$ cat src/rtl/bsg_stream_len_framer.sv
// rtl/bsg_stream_len_framer.sv - length-delimited packet framer for a ready/valid word stream
//
// Each packet is one header word carrying payload length N, then N payload
// words. The header is consumed and the payload is passed through with
// last_o on its final word. len_o/beat_o feed a downstream beat counter.
//
// Optional build macro BSG_STREAM_LEN_FRAMER_FWD_HDR_EN: when defined, the
// header word is also emitted as an output beat (last_o set iff N==0).

module bsg_stream_len_framer #(
  parameter int width_p      = 32,
  parameter int len_width_p  = 8,
  parameter int len_offset_p = 0
) (
  input  logic                   clk_i,
  input  logic                   reset_i,
  input  logic [width_p-1:0]     data_i,
  input  logic                   v_i,
  output logic                   ready_o,
  output logic [width_p-1:0]     data_o,
  output logic                   v_o,
  input  logic                   ready_i,
  output logic                   last_o,
  output logic [len_width_p-1:0] len_o,
  output logic [len_width_p-1:0] beat_o,
  output logic                   idle_o
);

  typedef enum logic {eHDR, ePAY} state_e;

  state_e                 state_r, state_n;
  logic [len_width_p-1:0] len_r, beat_r;
  logic [len_width_p-1:0] hdr_len;
  logic                   hdr_xfer, pay_xfer, last_beat;

  assign hdr_len = data_i[len_offset_p +: len_width_p];

  // Compare one bit wider so N = 2^len_width_p-1 cannot wrap into an early last.
  assign last_beat = ({1'b0, beat_r} + 1'b1) == {1'b0, len_r};

`ifdef BSG_STREAM_LEN_FRAMER_FWD_HDR_EN
  assign hdr_xfer = (state_r == eHDR) & v_i & ready_i;
`else
  assign hdr_xfer = (state_r == eHDR) & v_i;
`endif
  assign pay_xfer = (state_r == ePAY) & v_i & ready_i;

  // State, latched length and payload beat index.
  always_ff @(posedge clk_i) begin
    if (reset_i) begin
      state_r <= eHDR;
      len_r   <= '0;
      beat_r  <= '0;
    end else begin
      state_r <= state_n;
      if (hdr_xfer) begin
        len_r  <= hdr_len;
        beat_r <= '0;
      end else if (pay_xfer) begin
        beat_r <= last_beat ? '0 : beat_r + 1'b1;
      end
    end
  end

  // Header with N==0 leaves us waiting for the next header.
  always_comb begin
    state_n = state_r;
    case (state_r)
      eHDR:    if (hdr_xfer && (hdr_len != '0)) state_n = ePAY;
      ePAY:    if (pay_xfer && last_beat)       state_n = eHDR;
      default: state_n = eHDR;
    endcase
  end

  // Handshake outputs; payload is a zero-latency pass-through.
  always_comb begin
    v_o     = 1'b0;
    ready_o = 1'b1;
    last_o  = 1'b0;
    case (state_r)
      eHDR: begin
`ifdef BSG_STREAM_LEN_FRAMER_FWD_HDR_EN
        v_o     = v_i;
        ready_o = ready_i;
        last_o  = v_i & (hdr_len == '0);
`else
        v_o     = 1'b0;
        ready_o = 1'b1;
        last_o  = 1'b0;
`endif
      end
      ePAY: begin
        v_o     = v_i;
        ready_o = ready_i;
        last_o  = v_i & last_beat;
      end
      default: begin
        v_o     = 1'b0;
        ready_o = 1'b1;
        last_o  = 1'b0;
      end
    endcase
  end

  assign data_o = data_i;
  assign len_o  = len_r;
  assign beat_o = beat_r;
  assign idle_o = (state_r == eHDR);

endmodule

$ cat config.mk
export PLATFORM = sky130hd
export DESIGN_NAME = bsg_stream_len_framer
export DESIGN_NICKNAME = d
export VERILOG_FILES = /design/src/rtl/bsg_stream_len_framer.sv
export SDC_FILE = /design/constraint.sdc
export NUM_CORES = 1
export LEC_CHECK = 0
export ABC_CLOCK_PERIOD_IN_PS = 3200
export BUFFER_PORTS_ARGS = -buffer_cell sky130_fd_sc_hd__buf_4
export CORE_ASPECT_RATIO = 1.1
export CORE_MARGIN = 2
export CORE_UTILIZATION = 41
export DETAILED_ROUTE_END_ITERATION = 10
export PLACE_DENSITY = 0.85
export RECOVER_POWER = 100
export SYNTH_ARGS = -nofsm -noshare
export SYNTH_HDL_FRONTEND = slang
export SYNTH_SLANG_ARGS = --single-unit
$ cat constraint.sdc
create_clock -name clk_i -period 3.2 [get_ports clk_i]
set_input_delay 0.64 -clock clk_i [delete_from_list [all_inputs] [get_ports clk_i]]
set_output_delay 0.64 -clock clk_i [all_outputs]
set_load 0.02 [all_outputs]
After elaboration in Yosys (flattened, before gate mapping):

Cells that the tools add are included.

* input bits: 36
* output and inout bits: 52
* flip-flop bits (word level): 17

* eq/ne operators: 1
* add/subtract/negate cells: 2
* reduce and logical (&&, ||, !) cells: 4
* muxes and demuxes: 7
* bitwise logic cells: 5

Operators with widths (number)
* 8-bit by 1-bit adder with 9-bit output, second input constant: 1
* 9-bit by 8-bit equality test with 1-bit output: 1
* 8-bit by 1-bit adder with 8-bit output, second input constant: 1
* 8-bit 2-to-1 mux: 1
* 1-bit one-hot mux with 2 select lines: 4
* 8-bit nonzero test: 1
* 1-bit bitwise AND: 4
* 1-bit logical AND: 2
* 1-bit 2-to-1 mux: 2
* 2-bit OR reduction: 1
* 1-bit inverter: 1

Longest topological paths before layout:

Gate-level depths: netlist of the first run.

* word-level depth: 5
* depth in mapped cells: 7

Worst setup path before layout of the first run:

Ideal clock, no wire load.

* kind: reg2out
* start point: register beat_r[1], in the netlist beat_o[1]
* end point: output last_o
* path buffers: 0
* arrival: 2.278 ns
* path slack: 0.282 ns
* required time: 2.560 ns
* cell stages (with the launch flop): 8
* path through: dfxtp_1 -> ha_1 -> xnor2_1 -> xnor2_1 -> nand4b_1 -> or4_4 -> or2_4 -> nor2_1

* word-level cells in the longest chain between the ends: 4

Ends and longest elaborated chain
* from (decl): line 32 `logic [len_width_p-1:0] len_r, beat_r;`
* from (signal assigned): line 60 `beat_r <= last_beat ? '0 : beat_r + 1'b1;`
* 8-bit by 1-bit adder with 9-bit output: line 39 `assign last_beat = ({1'b0, beat_r} + 1'b1) == {1'b0, len_r};`
* 9-bit by 8-bit equality test with 1-bit output: line 39
* 1-bit bitwise AND: line 95 `last_o = v_i & last_beat;`
* 1-bit one-hot mux with 2 select lines: line 80 `case (state_r)`
* to (decl): line 23 `output logic last_o,`

Every way passes these cells.

Worst setup path in the final report of the first run:

* start point: register beat_r[0], in the netlist beat_o[0]
* end point: output last_o

The elaborated chain is that of the path after synthesis.

==> results of run 1 <==
[placed cells by master (no fill, tap or decap), types with 5 or more instances in the layout]
cell type  instances
nor3_1             5
a21oi_1           11
nand2_1           24
dfxtp_1           13
nor2_1            13
buf_4             26
xor2_1             5
clkbuf_1          14
xnor2_1            9
[worst min path at each step]
stage,start,end,slack [ns],cells past startpoint
3_3_place_gp,len_o[0],len_o[0],0.48,2
3_5_place_dp,len_o[5],len_o[5],0.49,2
6_report,len_o[5],len_o[5],0.50,2
5_1_grt,len_o[5],len_o[5],0.51,2
2_1_floorplan,state_r,state_r,0.53,2
4_1_cts,len_o[5],len_o[5],0.51,2
[logic make-up after synthesis]
logic type      Yosys count
xor+xnor                 14
fa+ha+maj                 2
compound gates           22
flops                    17
simple gates             66
buf+inv                  40
[final cells by class]
class                   instances  area, um2
well taps                      33      41.29
repair buffers                 39      244.0
inverters                       2      7.507
flip-flops and latches         17      347.8
fillers                       311       1534
multi-input cells             104      626.9
clock buffers                   4      26.28
[worst min-delay path, delay by kind of cell (launching register included)]
family / cells / cell delay [ns]
compound gates: 1 / 0.05
simple gates: 1 / 0.06
flops: 1 / 0.35
[power groups by stage]
stage / registers (mW) / logic, mW / clock network, mW
5_1_grt: 0.229 / 0.0946 / 0.131
3_5_place_dp: 0.233 / 0.0940 / 0
3_3_place_gp: 0.233 / 0.0929 / 0
4_1_cts: 0.228 / 0.0946 / 0.119
6_report: 0.228 / 0.0861 / 0.119
2_1_floorplan: 0.238 / 0.0970 / 0
[flip-flops by register name, indices dropped and copies added (netlist names)]
register	count
state_r	1
len_o	8
beat_o	8
[routing by layer]
metal	part of all wire, %	GRT usage (%)
met4	2.4	8.503
met3	9.3	4.762
met2	47	26.91
met1	41	17.73
met5	0	0
[stage by stage]
stage | area, um2 | util, % | std cells | power (mW) | worst slack (ns)
final | 1294 | 45.75 | 199 | 0.4330 | 0.1637
after CTS | 1331 | 47.08 | 199 | 0.4423 | 0.02213
after floorplan | 1242 | - | 161 | 0.3348 | 0.2817
after global routing | 1294 | 45.75 | 199 | 0.4551 | 0.01100
after detailed placement | 1301 | 46.02 | 195 | 0.3272 | 0.2514
after global placement | 1301 | 46.02 | 195 | 0.3258 | 0.3367
==> results.json, run 1 <==
{
  "gp_congestion": 0.9001,
  "yosysUniqueCellTypes": 36,
  "drcViolationCount": 0,
  "setup_tns_ns": 0,
  "internal_power_uw": 300.8,
  "path_clk_slew_ns": 0.10,
  "diodes": 0,
  "via_per_inst": 5.427,
  "cts_tree": "done",
  "finalSetupViolations": 0,
  "numPortBuffers": 39,
  "reg2reg_depth": 7,
  "fmax_mhz": 329.4,
  "worstMarginPinSlew_ns": 0.7526,
  "grt_max_degree": 14,
  "io_pins": 88,
  "r2r-end": "beat_o[5]",
  "rsz0062_at_grt": "no",
  "synthMuxAreaShare_pct": 0,
  "syn_avg_cell_area_um2": 7.717,
  "die_w_um": 56.49,
  "slew_violations": 0,
  "cp_common_cell": "xnor2_1",
  "ys.flop_type": "dfxtp_1",
  "critPathKind": "register to output pin",
  "synth_top_cell_area_share_pct": 27.39,
  "synth_top_family_by_area": "simple AND/OR/NAND/NOR gates",
  "synth_xor_area_share_pct": 9.869,
  "row_count": 20,
  "antenna_found_initial": 0,
  "grt_pass1_vias": 989,
  "slowest_delay_ns": 0.54,
  "detail_route.wl_per_cell_um": 13.41,
  "ys_ff_latch": 17,
  "synth_compound_area_share_pct": 11.08,
  "report.final.hold_viol_count": 0,
  "power.density_nw_per_um2": 334.7,
  "cap_viol_max_count": 0,
  "numClockSinks": 17,
  "postRouteAntennaNets": 0,
  "yosys_warnings": 0,
  "grt_pass1_wl_mm": 4.222,
  "min_period_ns": 3.036,
  "arrival_ns": 2.40,
  "hold_path.class": "register to register",
  "cp_cell_sequence": "ha_4, xnor2_1, xnor2_1, nand4b_1, or4_4, or2_4, nor2_1, buf_4",
  "end_kind": "output pin",
  "htreeDepth": 1,
  "synth_edf_count": 0,
  "die_h_um": 61.74,
  "cts_resized": 2,
  "yosys.area.top_type": "dfxtp_1",
  "dpl.hpwl_mm": 2.053,
  "holdWs_ns": 0.5018,
  "start_kind": "register",
  "core_um2": 2828,
  "vias": 1080,
  "synthArstFlopShare_pct": 0,
  "finalCritPeriodShare_pct": 94.88,
  "gr-total-overflow": 0,
  "yosysSeqAreaShare_pct": 27.39,
  "p_sw_share_pct": 30.52,
  "clkLatencyLatePin_ns": 0.29,
  "track_usage_pct": 15.63,
  "crit_path_max_fanout": 10,
  "dr.pass1.iters": 4,
  "combPwrFrac_pct": 19.9,
  "clock_path_buffers": 2,
  "dieArea_um2": 3487,
  "drt_wl_total_mm": 2.668,
  "dr.first_iter.drc_count": 13,
  "ir_drop_mv": 0.2167,
  "syn-cell-area_um2": 1242,
  "synthSimpleGateAreaFrac_pct": 27.09,
  "cpMaxStageDelayCell": "or4_4",
  "crit_path_end": "last_o",
  "worstPathRequired_ns": 2.56,
  "synth_most_common_cell": "buf_4",
  "cp.depth": 8,
  "synthToLayoutAreaGrowth_pct": 4.129,
  "initial_core_util_pct": 43.94,
  "syn_nets": 198,
  "final_nets": 204,
  "netlist_instances": 161,
  "startpoint": "beat_o[0]",
  "drive_above_1_share_pct": 22.89,
  "clockPowerShare_pct": 27.5,
  "r2r_start": "beat_o[0]",
  "fin_worst_skew_ns": 0.002624,
  "yosys-top-cells-area": "dfxtp_1 (27%), buf_4 (21%), nand2_1 (7.3%)",
  "cp_num_buf_inv": 1,
  "reg2reg_slack_ns": 0.69,
  "holdBufCountCts": 0,
  "slew-limit-headroom_pct": 49.73,
  "cts_buffers": 3,
  "synth_adder_area_share_pct": 1.813,
  "yosys-top-cells-count": "buf_4 (35), nand2_1 (24), dfxtp_1 (17)",
  "p_seq_share_pct": 52.6,
  "cpLargestDelayFamily": "simple AND/OR/NAND/NOR gates",
  "cts_root_buffer": "clkbuf_4",
  "status": "finished clean",
  "cts_setup_buffers": 0,
  "switchingPower_uw": 132.2,
  "p_leak_nw": 0.4939
}
No activity file was read; power rests on OpenSTA's default activity.
==> run 2: changes to the inputs <==
--- a/config.mk
+++ b/config.mk
@@ -11,5 +11,5 @@
 export CORE_MARGIN = 2
-export CORE_UTILIZATION = 41
+export CORE_UTILIZATION = 35
 export DETAILED_ROUTE_END_ITERATION = 10
-export PLACE_DENSITY = 0.85
+export PLACE_DENSITY = 0.75
 export RECOVER_POWER = 100
==> constraint.sdc (replaced) <==
create_clock -name clk_i -period 3.2 [get_ports clk_i]
set_input_delay 0.48 -clock clk_i [delete_from_list [all_inputs] [get_ports clk_i]]
set_output_delay 0.48 -clock clk_i [all_outputs]
set_load 0.02 [all_outputs]
==> run 2 against run 1 <==
Total power fell by 0.96%. Clock skew rose by 0.0084 ns. Largest cell class unchanged. Sequential share of layout area rose by 0.57 points. Highest routed layer unchanged. Final cell count rose by 7.5%.
==> results.json, run 2 (same netlist as run 1, synthesis figures left out) <==
{
  "status": "finished clean",
  "p_leak_nw": 0.4491,
  "cpLargestDelayFamily": "simple AND/OR/NAND/NOR gates",
  "numClockSinks": 17,
  "slowest_delay_ns": 0.54,
  "ff_latch_area_um2": 342.8,
  "critPathKind": "register to output pin",
  "dpl-instance-area_um2": 1320,
  "rsz0062_at_grt": "no",
  "cts_buffers": 3,
  "final_nets": 204,
  "drive_above_1_share_pct": 14.46,
  "detail_route.wl_per_cell_um": 12.37,
  "start_kind": "register",
  "dp.cells": 210,
  "grt_max_degree": 14,
  "cp_common_cell": "xnor2_1",
  "cts_tree": "done",
  "row_count": 22,
  "power.density_nw_per_um2": 343.4,
  "grt_pass1_vias": 914,
  "dr.first_iter.drc_count": 34,
  "crit_path_max_fanout": 10,
  "slew_violations": 0,
  "end_kind": "output pin",
  "cp_num_buf_inv": 1,
  "setup_tns_ns": 0,
  "drcViolationCount": 0,
  "holdBufCountCts": 0,
  "gr-total-overflow": 0,
  "cp_cell_sequence": "ha_1, xnor2_1, xnor2_1, nand4b_1, or4_4, or2_4, nor2_1, buf_2",
  "gp_congestion": 0.8394,
  "synthToLayoutAreaGrowth_pct": 0.5037,
  "fmax_mhz": 332.7,
  "arrival_ns": 2.53,
  "fillCellCount": 402,
  "slew-limit-headroom_pct": 50.30,
  "worstMarginPinSlew_ns": 0.7392,
  "cts_root_buffer": "clkbuf_4",
  "min_period_ns": 3.006,
  "diodes": 0,
  "finalPower_uw": 428.8,
  "most-common-layout-cells": "clkbuf_1 (25), nand2_1 (24), dfxtp_1 (15)",
  "layout_commonest_cell": "clkbuf_1",
  "clkLatencyLatePin_ns": 0.30,
  "antenna_found_initial": 0,
  "die_h_um": 66.49,
  "htreeDepth": 1,
  "report.final.hold_viol_count": 0,
  "drt_wl_total_mm": 2.648,
  "grt_pass1_wl_mm": 4.209,
  "finalNonFillerCells": 214,
  "dpl.hpwl_mm": 2.078,
  "dr.pass1.iters": 4,
  "hold_path.class": "primary input to register",
  "finalCritPeriodShare_pct": 93.93,
  "worstPathRequired_ns": 2.72,
  "finalSetupViolations": 0,
  "vias": 1049,
  "path_clk_slew_ns": 0.11,
  "track_usage_pct": 13.93,
  "io_pins": 88,
  "fin_area_um2": 1249,
  "via_per_inst": 4.902,
  "cts_resized": 0,
  "multi_input_area_um2": 614.3,
  "holdWs_ns": 0.4268,
  "cts_setup_buffers": 0,
  "dieArea_um2": 4043,
  "initial_core_util_pct": 37.00,
  "clock_path_buffers": 2,
  "cap_viol_max_count": 0,
  "ir_drop_mv": 0.1818,
  "die_w_um": 60.81,
  "numPortBuffers": 39,
  "postRouteAntennaNets": 0,
  "fin_worst_skew_ns": 0.01098,
  "core_um2": 3358,
  "cpMaxStageDelayCell": "or4_4"
}
[run 2: changes by cell type in the layout (fill, tap and decap cells not counted), sizes merged]
cell	previous run	this run
clkbuf	17	28
buf	26	14
clkinv	0	1
[run 2: final timing paths]
check                 start         to  slack, ns  cells after the start
setup / recovery  beat_o[0]     last_o       0.19                      8
hold / removal      reset_i   len_o[6]       0.43                      2
setup reg to reg  beat_o[0]  beat_o[4]       0.57                      7
hold reg to reg    len_o[5]   len_o[5]       0.49                      2
[run 2: area by class of cell]
type                            instances  area share [%]
Multi-Input combinational cell        104           49.20
Sequential cell                        17           27.45
Timing Repair Buffer                   39           15.73
Tap cell                               48           4.810
Clock buffer                            3           1.804
Inverter                                2          0.6012
Clock inverter                          1          0.4008
[run 2: layer usage]
layer | vias up | global-route usage [%] | routed length (um)
li1 | 527 | - | -
met1 | 482 | 17.39 | 1179
met2 | 34 | 22.04 | 1258
met3 | 6 | 2.136 | 150
met4 | 0 | 8.424 | 61
met5 | - | 0 | 0
[run 2: worst register-to-register path, delay by kind of cell, from the launching register on]
kind,cells,cell delay (ns)
and+or+nand+nor,3,0.83
AOI/OAI and AO/OA,1,0.66
DFF,1,0.44
adders and majority gates,1,0.29
xor gates and xnor gates,2,0.27
[run 2: where the power goes]
group          total [mW]  internal, mW  switching [mW]  leakage, nW
combinational      0.0817        0.0305          0.0512        0.292
clock               0.119        0.0466          0.0721       0.0177
sequential          0.228         0.219         0.00973        0.140
[run 2: per-stage QoR]
stage / utilization (%) / setup WS, ns
2_1_floorplan: - / 0.4417
5_1_grt: 37.18 / 0.01187
6_report: 37.18 / 0.1943
3_3_place_gp: 39.31 / 0.4992
3_5_place_dp: 39.31 / 0.4255
4_1_cts: 40.13 / 0.07626
==> run 3: changes to the inputs <==
--- a/config.mk
+++ b/config.mk
@@ -10,3 +10,2 @@
 export CORE_ASPECT_RATIO = 1.1
-export CORE_MARGIN = 2
 export CORE_UTILIZATION = 35
==> constraint.sdc (replaced) <==
create_clock -name clk_i -period 3.2 [get_ports clk_i]
set_input_delay 0.32 -clock clk_i [delete_from_list [all_inputs] [get_ports clk_i]]
set_output_delay 0.32 -clock clk_i [all_outputs]
set_load 0.02 [all_outputs]
==> run 3 against run 2 <==
Sequential share of layout area is 0.10 points higher. Via count is 2.1% higher. Total power is 0.64% lower. Worst setup slack better by 0.022 ns. Register-to-register slack worse by 0.16 ns. Critical path depth stayed put. Clock power hardly changed. Maximum frequency is 0.73% higher.
==> results.json, run 3 (same netlist as run 1, synthesis figures left out) <==
{
  "postRouteAntennaNets": 0,
  "cts_root_buffer": "clkbuf_4",
  "critPathKind": "register to output pin",
  "slew_violations": 0,
  "ir_drop_mv": 0.1331,
  "track_usage_pct": 13.81,
  "dpl-instance-area_um2": 1320,
  "min_period_ns": 2.984,
  "finalNonFillerCells": 214,
  "status": "finished clean",
  "clock_path_buffers": 2,
  "min_from": "data_i[2]",
  "dr.pass1.iters": 4,
  "io_pins": 88,
  "cpMaxStageDelayCell": "or4_1",
  "fillCellCount": 393,
  "slew-limit-headroom_pct": 46.07,
  "switchingPower_uw": 131.5,
  "setup_tns_ns": 0,
  "dr.first_iter.drc_count": 43,
  "path_clk_slew_ns": 0.10,
  "p_leak_nw": 0.4372,
  "clkLatencyLatePin_ns": 0.30,
  "drive_above_1_share_pct": 11.45,
  "dpl.hpwl_mm": 1.951,
  "clockPowerShare_pct": 27.5,
  "fin_area_um2": 1235,
  "end_kind": "output pin",
  "internal_power_uw": 294.6,
  "holdWs_ns": 0.2749,
  "cts_tree": "done",
  "final_util_pct": 36.77,
  "gr-total-overflow": 0,
  "initial_core_util_pct": 37.00,
  "gp_congestion": 0.8421,
  "holdBufCountCts": 0,
  "crit_path_max_fanout": 10,
  "reg2reg_depth": 7,
  "vias": 1071,
  "holdPathEnd": "len_o[2]",
  "p_sw_share_pct": 30.86,
  "report.final.hold_viol_count": 0,
  "grt_max_degree": 14,
  "via_per_inst": 5.005,
  "layout_commonest_cell": "clkbuf_1",
  "cts_resized": 0,
  "dp.cells": 210,
  "hold_path_depth": 3,
  "synthToLayoutAreaGrowth_pct": -0.6046,
  "drt_wl_total_mm": 2.571,
  "dieArea_um2": 3792,
  "final_nets": 204,
  "arrival_ns": 2.66,
  "finalCritPeriodShare_pct": 93.25,
  "cts_setup_buffers": 0,
  "grt_pass1_wl_mm": 4.057,
  "core_um2": 3358,
  "diodes": 0,
  "grt_pass1_vias": 907,
  "cp_common_cell": "xnor2_1",
  "slowest_delay_ns": 0.57,
  "r2r_start": "beat_o[0]",
  "fmax_mhz": 335.1,
  "r2r-end": "beat_o[6]",
  "most-common-layout-cells": "clkbuf_1 (27), nand2_1 (24), dfxtp_1 (17)",
  "antenna_found_initial": 0,
  "hold_path.class": "primary input to register",
  "numPortBuffers": 39,
  "rsz0062_at_grt": "no",
  "reg2reg_slack_ns": 0.41,
  "row_count": 22,
  "detail_route.wl_per_cell_um": 12.01,
  "die_w_um": 58.81,
  "start_kind": "register",
  "cap_viol_max_count": 0,
  "p_seq_share_pct": 53.5,
  "cp_cell_sequence": "ha_1, xnor2_1, xnor2_1, nand4b_1, or4_1, or2_4, nor2_1, clkbuf_2",
  "worstMarginPinSlew_ns": 0.8073,
  "numClockSinks": 17,
  "finalSetupViolations": 0,
  "cts_buffers": 3,
  "worstPathRequired_ns": 2.88,
  "combPwrFrac_pct": 19.0,
  "htreeDepth": 1,
  "die_h_um": 64.49,
  "fin_worst_skew_ns": 0.007365,
  "power.density_nw_per_um2": 345.0,
  "drcViolationCount": 0
}
==> run 3: changes by cell type in the layout (fill, tap and decap cells not counted), sizes merged <==
cell	delta
clkbuf	+3
buf	-3
==> run 3: routing by layer <==
layer	vias to the layer above	routed length, um	track usage [%]
met5	-	0	0
met4	0	32	6.548
met3	4	189	3.393
met2	50	1172	21.31
met1	491	1176	17.81
li1	526	-	-
==> run 3: how the worst max path moves through the flow <==
stage / depth (start not counted) / to / slack (ns) / from
global placement: 8 / last_o / 0.66 / beat_o[0]
global route: 8 / last_o / 0.06 / beat_o[0]
detailed placement: 8 / last_o / 0.61 / beat_o[0]
floorplan: 7 / last_o / 0.60 / beat_o[1]
finish: 8 / last_o / 0.22 / beat_o[0]
CTS: 8 / last_o / 0.26 / beat_o[0]
==> run 3: cell type report <==
type / count / area (um2) / share of cell area [%]
Multi-Input combinational cell: 104 / 610.6 / 49.44
Sequential cell: 17 / 340.3 / 27.56
Timing Repair Buffer: 39 / 188.9 / 15.30
Tap cell: 48 / 60.06 / 4.863
Clock buffer: 3 / 22.52 / 1.824
Inverter: 2 / 7.507 / 0.6079
Clock inverter: 1 / 5.005 / 0.4053
==> run 3: metrics by stage <==
stage / total power, mW / setup slack [ns]
after floorplan: 0.3348 / 0.6017
after global placement: 0.3260 / 0.6604
after detailed placement: 0.3270 / 0.6129
after CTS: 0.4422 / 0.2636
after global routing: 0.4473 / 0.05603
final: 0.4261 / 0.2161
==> run 3: power groups by stage <==
| stage | clock network (mW) | logic (mW) | registers (mW) |
|---|---|---|---|
| after CTS | 0.119 | 0.0945 | 0.228 |
| after global routing | 0.129 | 0.0891 | 0.230 |
| after detailed placement | 0 | 0.0939 | 0.233 |
| after global placement | 0 | 0.0931 | 0.233 |
| final | 0.117 | 0.0810 | 0.228 |
| after floorplan | 0 | 0.0970 | 0.238 |
==> run 3: critical path: cells and delay by family (launching register included) <==
kind / cells / cell delay [ns]
simple gates: 4 / 1.09
flops: 1 / 0.53
fa+ha+maj: 1 / 0.32
xor+xnor: 2 / 0.26
buf+inv: 1 / 0.17
